--- src/rtl/mem_arbiter.sv ---
// Purpose: shares one memory port between instruction fetch and data access.
// Latency: store ack 2 cycles after req, load/fetch ack LATENCY+2 cycles.
// Backpressure: requests hold until ack; a loser waits in place, starve_cnt bounds data priority.
//
// Ports:
//   clock, reset                  - single clock, async active-low reset
//   if_req/if_addr/if_flush       - fetch request, PC, cancel of outstanding fetch
//   if_ack/if_rdata               - fetch completion pulse and instruction
//   dm_req/dm_wr/dm_addr/dm_wdata - data request, store flag, address, store data
//   dm_ack/dm_rdata               - data completion pulse and load data
//   mem_addr/mem_wdata/mem_wr     - shared memory request (all registered)
//   mem_rdata                     - shared memory read data, valid LATENCY cycles after issue
//   busy                          - high whenever the FSM is not IDLE
module mem_arbiter #(
  parameter int LATENCY    = 1,
  parameter int STARVE_MAX = 3
) (
  input  logic        clock,
  input  logic        reset,
  input  logic        if_req,
  input  logic [31:0] if_addr,
  input  logic        if_flush,
  output logic        if_ack,
  output logic [31:0] if_rdata,
  input  logic        dm_req,
  input  logic        dm_wr,
  input  logic [63:0] dm_addr,
  input  logic [63:0] dm_wdata,
  output logic        dm_ack,
  output logic [63:0] dm_rdata,
  output logic [63:0] mem_addr,
  output logic [63:0] mem_wdata,
  output logic        mem_wr,
  input  logic [63:0] mem_rdata,
  output logic        busy
);

  localparam int SW = (STARVE_MAX < 1) ? 1 : $clog2(STARVE_MAX + 1);

  typedef enum logic [1:0] {IDLE, ISSUE, WAIT, RESP} state_t;

  state_t        state, state_n;
  logic          gnt_dm, gnt_dm_n;     // 1: current access belongs to the data port
  logic          flushed, flushed_n;   // current fetch was cancelled
  logic [2:0]    wait_cnt, wait_cnt_n;
  logic [SW-1:0] starve_cnt, starve_cnt_n;

  logic          if_ack_n, dm_ack_n, mem_wr_n, busy_n;
  logic [31:0]   if_rdata_n;
  logic [63:0]   dm_rdata_n, mem_addr_n, mem_wdata_n;

  logic          mask_dm, mask_if, dm_ok, if_ok, pick_dm, pick_if;

  always_comb begin
    state_n      = state;
    gnt_dm_n     = gnt_dm;
    flushed_n    = flushed;
    wait_cnt_n   = wait_cnt;
    starve_cnt_n = starve_cnt;
    if_ack_n     = 1'b0;
    dm_ack_n     = 1'b0;
    mem_wr_n     = 1'b0;
    if_rdata_n   = if_rdata;
    dm_rdata_n   = dm_rdata;
    mem_addr_n   = mem_addr;
    mem_wdata_n  = mem_wdata;

    // In RESP the requester being acked still shows the old req level, so it
    // is excluded. A cancelled fetch was never acked and may be granted again.
    mask_dm = (state == RESP) && gnt_dm;
    mask_if = (state == RESP) && !gnt_dm && !flushed;
    dm_ok   = dm_req && !mask_dm;
    if_ok   = if_req && !mask_if;
    pick_dm = dm_ok && !(if_ok && (starve_cnt == SW'(STARVE_MAX)));
    pick_if = if_ok && !pick_dm;

    case (state)
      ISSUE: begin
        if (!gnt_dm && if_flush) flushed_n = 1'b1;
        // mem_wr is only ever set for a data store, so it doubles as the store flag
        if (mem_wr) begin
          state_n  = RESP;
          dm_ack_n = 1'b1;
        end else begin
          state_n    = WAIT;
          wait_cnt_n = 3'(LATENCY);
        end
      end
      WAIT: begin
        if (!gnt_dm && if_flush) flushed_n = 1'b1;
        if (wait_cnt == 3'd1) begin
          state_n    = RESP;
          wait_cnt_n = 3'd0;
          if (gnt_dm) begin
            dm_ack_n   = 1'b1;
            dm_rdata_n = mem_rdata;
          end else if (!(flushed || if_flush)) begin
            if_ack_n   = 1'b1;
            if_rdata_n = mem_rdata[31:0];
          end
        end else begin
          wait_cnt_n = wait_cnt - 3'd1;
        end
      end
      default: begin  // IDLE and RESP both arbitrate
        state_n = IDLE;
        if (pick_dm || pick_if) begin
          state_n    = ISSUE;
          gnt_dm_n   = pick_dm;
          flushed_n  = 1'b0;
          mem_addr_n = pick_dm ? dm_addr : {32'b0, if_addr};
          if (pick_dm) mem_wdata_n = dm_wdata;
          mem_wr_n   = pick_dm && dm_wr;
          if (pick_if)
            starve_cnt_n = '0;
          else if (if_req && (starve_cnt != SW'(STARVE_MAX)))
            starve_cnt_n = starve_cnt + 1'b1;
        end
      end
    endcase

    busy_n = (state_n != IDLE);
  end

  always_ff @(posedge clock or negedge reset) begin
    if (!reset) begin
      state      <= IDLE;
      gnt_dm     <= 1'b0;
      flushed    <= 1'b0;
      wait_cnt   <= '0;
      starve_cnt <= '0;
      if_ack     <= 1'b0;
      dm_ack     <= 1'b0;
      mem_wr     <= 1'b0;
      busy       <= 1'b0;
      if_rdata   <= '0;
      dm_rdata   <= '0;
      mem_addr   <= '0;
      mem_wdata  <= '0;
    end else begin
      state      <= state_n;
      gnt_dm     <= gnt_dm_n;
      flushed    <= flushed_n;
      wait_cnt   <= wait_cnt_n;
      starve_cnt <= starve_cnt_n;
      if_ack     <= if_ack_n;
      dm_ack     <= dm_ack_n;
      mem_wr     <= mem_wr_n;
      busy       <= busy_n;
      if_rdata   <= if_rdata_n;
      dm_rdata   <= dm_rdata_n;
      mem_addr   <= mem_addr_n;
      mem_wdata  <= mem_wdata_n;
    end
  end

endmodule

--- config.mk ---
export PLATFORM = sky130hd
export DESIGN_NAME = mem_arbiter
export DESIGN_NICKNAME = d
export VERILOG_FILES = /design/src/rtl/mem_arbiter.sv
export SDC_FILE = /design/constraint.sdc
export NUM_CORES = 1
export LEC_CHECK = 0
export ABC_AREA = 1
export BUFFER_PORTS_ARGS = -buffer_cell sky130_fd_sc_hd__buf_2
export CAP_MARGIN = 5
export CORE_AREA = 2 2 176 178
export CTS_CLUSTER_SIZE = 12
export DETAILED_ROUTE_END_ITERATION = 10
export DIE_AREA = 0 0 178 180
export HOLD_SLACK_MARGIN = 0.1
export PLACE_DENSITY = 0.55
export SLEW_MARGIN = 5
export SYNTH_ARGS = -nofsm -noshare
export SYNTH_HDL_FRONTEND = slang
export SYNTH_SLANG_ARGS = --single-unit
export TNS_END_PERCENT = 10
--- constraint.sdc ---
create_clock -name clock -period 2 [get_ports clock]
set_input_delay 0.5 -clock clock [delete_from_list [all_inputs] [get_ports clock]]
set_output_delay 0.5 -clock clock [all_outputs]
set_load 0.005 [all_outputs]
**Word level (Yosys, flattened, before mapping)**

Cells that the tools add are included.

- Add/subtract/negate cells: 2
- Equality and inequality tests: 8
- Multiplexer cells: 23
- Bitwise gates (word level): 3
- Reduce and logical (&&, ||, !) cells: 31

Operators with widths:

| kind | count |
|---|---|
| 64-bit 2-to-1 mux | 1 |
| 1-bit 2-to-1 mux | 14 |
| 1-bit logical AND | 11 |
| 3-bit AND reduction | 3 |
| 2-bit nonzero test | 4 |
| 2-bit equality test (second input constant) | 3 |
| 1-bit logical NOT | 6 |
| 2-bit 2-to-1 mux | 3 |
| 3-bit 2-to-1 mux | 2 |
| 3-bit case mux with 2 select lines | 1 |
| 2-bit AND reduction | 3 |
| 2-bit inequality test (second input constant) | 2 |
| 2-bit case mux with 2 select lines | 1 |
| 4-bit AND reduction | 1 |
| 3-bit by 1-bit equality test with 1-bit output (second input constant) | 1 |
| 1-bit NOT | 3 |
| 3-bit by 1-bit subtractor with 3-bit output (second input constant) | 1 |
| 2-bit by 1-bit adder with 2-bit output (second input constant) | 1 |
| 2-bit by 1-bit equality test with 1-bit output (second input constant) | 1 |
| 1-bit logical OR | 2 |
| 2-bit by 1-bit inequality test with 1-bit output (second input constant) | 1 |
| 1-bit case mux with 2 select lines | 1 |
| 2-bit OR reduction | 1 |

- Flip-flop bits (word level): 237
- Input port bits: 230
- Logic and storage cells: 80

**Depth between registers and ports, before layout**

- Word-level depth: 14
- Mapped depth: 10
- Depth with buffers taken out: 8

**Worst setup path before layout**

Ideal clock, no wire load.

- Path kind: flip-flop to flip-flop
- Start: register state[0]
- End: register if_rdata[0]
- Library setup time: 0.117 ns
- Arrival time: 1.492 ns
- Path slack: 0.391 ns
- Cell stages (with the launch flop): 9
- Clock period less this slack: 1.609 ns
- Cells stage by stage: dfrtp_1 inv_1 ha_1 inv_2 nor4_4 nand2_1 clkbuf_1 nand2_1 nand2_1

- Word-level cells in the longest chain between the ends: 2

RTL lines:

| item | line | RTL |
|---|---|---|
| from (decl) | 42 | `state_t state, state_n;` |
| from (signal assigned) | 141 | `state <= state_n;` |
| 2-bit equality test | 77 | `case (state)` |
| 4-bit AND reduction (no source line) | n/a |  |
| to (signal assigned) | 150 | `if_rdata <= if_rdata_n;` |
| to (decl) | 24 | `output logic [31:0] if_rdata,` |

No other way between the ends.
A chain may end at the register's enable or synchronous reset.

**Final worst setup path**

- Start: register state[0]
- End: register mem_addr[42]

- Word-level cells in the longest chain between the ends: 12
- Elaborated cells on any way between the ends: 20

RTL lines:

| item | line | RTL |
|---|---|---|
| 2-bit equality test | 70, 71 |  |
| 1-bit logical AND (2 in a row) | 71 | `mask_if = (state == RESP) && !gnt_dm && !flushed;` |
| 1-bit logical NOT | 73 | `if_ok = if_req && !mask_if;` |
| 1-bit logical AND | 73 |  |
| 1-bit logical AND | 74 | `pick_dm = dm_ok && !(if_ok && (starve_cnt == SW'(STARVE_MAX)));` |
| 1-bit logical NOT | 74 |  |
| 1-bit logical AND | 74 |  |
| 1-bit logical NOT | 75 | `pick_if = if_ok && !pick_dm;` |
| 1-bit logical AND | 75 |  |
| 1-bit logical OR | 107 | `if (pick_dm \|\| pick_if) begin` |
| 2-bit AND reduction (no source line) | n/a |  |
| to (signal assigned) | 152 | `mem_addr <= mem_addr_n;` |
| to (decl) | 31 | `output logic [63:0] mem_addr,` |

Parallel ways exist; a longest one is shown, timed or not.

==> metrics <==
delay-heaviest family, CP buffers and inverters; max cap viols 0; clk buf depth 3; slowest stage delay, CP 0.41 ns; max-slew violations 0; Clock transition at path regs 0.06 ns; Net Count, Synth 1405; Remaining DRCs 0; DP Wirelength 22.6 mm; Hold Crit Endpoint mem_wdata[7]; final setup violation count 0; Reg-to-Reg End mem_addr[42]; Synth Register Bits 237; most used cell, CP nand2_1; register area share after synthesis 60.3%; drt total wl 30.8 mm; vias 9008; WP data arrival 2.27 ns; slowest CP cell dfrtp_1; Routed wire per std cell 15.0 um; startpoint types flop; final worst slack 0.206 ns; Critical Path Stages 9; WHS Path Cells 3; synthesized area 9840 sq um; Worst-Skew Late Latency 0.53 ns; top cell type's share of synthesized area 60.3%; highest clock rate 557 MHz; min Tclk post-route 1.79 ns; pre-CTS setup slack 0.203 ns; Die X-Extent 178 um; outcome finished clean; Port Buffers 457; Syn Area/Cell 8.41 sq um; filler cell count 3080; setup repair bufs after CTS 0; Initial DRT Pass Iterations 4; clock sink total 237; Synth area leaders dfrtp_1 60%, nand2_1 20%, inv_1 5.5%, nand3_1 5.1%, o21ai_0 2.9%; largest area contributor in the netlist dfrtp_1; R2R cell count 9; grt total ovfl 0; Cell Rows 64; Reg2Reg Launch Point state[0]; Post-Syn Instances 1169; largest net degree at the start of global routing 58; I/O pin count 458; GP Congestion 0.807; global-route wire length before repair 48.3 mm; Clock Skew 0.0102 ns; Max VDD drop 0.967 mV; total global routing track utilization 18.9%; Final ANT Viol Nets 0; pwr/cell area 1600 nW/um^2; setup_tns 0 ns; Nets 1869; Starting Density 32.6%; Max-slew headroom 64.0%; most frequent cells in the layout 529 x nand2_1, 456 x buf_2, 237 x dfrtp_1; die height 180 um; Synth cell types 24; Die Area 32000 sq um; Leak Pwr 8.23 nW; core area 30200 sq um; Final period util 89.7%; initial antenna violation count 6; r2r setup slk 0.21 ns; H-tree levels 1; clk root buf clkbuf_16; WS Path Type reg2reg; Worst Path Max Fanout 55; CP Data Required Time 2.47 ns; crit-path cells ha_1, nand2_1, nand2_1, inv_2, nand3_2, inv_2, buf_12, nand2_1, nand2_1; Num CTS Buffers 26; number of global-route vias before repair 9046; RSZ-0062 raised after global routing false; Hold Crit Class in2reg; Vias/cell 4.39; Syn-to-layout area delta 39.4%; CP Capture Type flop; final hold viol count 0; Crit path buffers/inverters 3; worst min-delay path startpoint dm_wdata[7]; drt initial violations 409; Slew @ Worst Pin 0.541 ns; Yosys Warn Count 0; layout cell share with drive strength beyond 1 33.0%; commonest non-fill, non-tap cell in the layout nand2_1; CTS tree built
-- metrics by stage --
stage	utilization, %	instance area, sq um	cells	hold WS, ns	power [mW]
2_1_floorplan	-	9840	1169	0.204	12.9
3_3_place_gp	42.4	12800	2000	0.448	17.1
3_5_place_dp	42.4	12800	2000	0.454	17.3
4_1_cts	45.3	13700	2048	0.126	22.3
5_1_grt	45.4	13700	2054	0.140	23.8
6_report	45.4	13700	2054	0.159	21.9
-- logic make-up after synthesis --
| group | share of synthesized area, % |
|---|---|
| AO/OA/AOI/OAI | 3.98 |
| adder cells (fa/ha/maj) | 0.763 |
| flip-flops | 60.3 |
| AND/OR/NAND/NOR | 26.3 |
| buffers and inverters | 8.65 |
-- power by group --
group | total [mW] | internal (mW) | switching [mW]
Sequential | 8.30 | 7.10 | 1.20
Combinational | 8.77 | 3.62 | 5.15
Clock | 4.84 | 2.92 | 1.92
-- sequential cells by signal, indices dropped and copies added (netlist names) --
name	flops
if_rdata	32
gnt_dm	1
starve_cnt	2
flushed	1
if_ack	1
wait_cnt	3
state	2
dm_rdata	64
mem_wdata	64
mem_wr	1
dm_ack	1
mem_addr	64
busy	1
-- how the worst max path moves through the flow --
stage,from,endpoint,slack [ns]
after detailed placement,state[0],mem_addr[9],0.20
final,state[0],mem_addr[42],0.21
after global placement,state[0],mem_addr[8],0.21
after global routing,wait_cnt[1],if_rdata[26],0.005
after floorplan,state[0],if_rdata[0],0.39
after CTS,state[0],mem_addr[9],0.18
-- routing by layer --
layer / global-route usage, % / vias up / share of wire [%] / wire length, um
met4: 7.08 / 0 / 3.5 / 1070
li1: - / 4474 / - / -
met5: 0 / - / 0 / 0
met3: 4.42 / 68 / 8.1 / 2490
met1: 23.2 / 4111 / 41 / 12700
met2: 32.1 / 355 / 47 / 14600
-- timing repair --
action | 4_1_cts | 5_1_grt
hold buffers | 1 | 0
resized for setup | 0 | 1
setup endpoints to repair | 0 | 3
hold endpoints to repair | 44 | 0
-- area by class of cell --
cell class                      count  area (sq um)  share of cell area [%]
Clock inverter                      5          88.8                   0.648
Clock buffer                       42           781                    5.69
Multi-Input combinational cell    726          3080                    22.4
Timing Repair Buffer              495          2770                    20.2
Tap cell                          396           495                    3.61
Sequential cell                   237          5930                    43.2
Antenna cell                        6          15.0                   0.109
Inverter                          147           552                    4.02
-- synthesized netlist by cell type (all sizes together) --
cell type and number:
o22ai 2, buf 34, a21oi 3, o21ai 68, inv 147, ha 6, o21a 1, nor2 8
dfrtp 237, nand3 103, nand2 532, clkbuf 25, a31oi 2, nor4 1
-- worst min-delay path, delay by kind of cell --
family,cells,cell delay (ns)
AND/OR/NAND/NOR,2,0.08
buffers and inverters,1,0.07
Note: power is estimated with default switching activity, not from simulation.
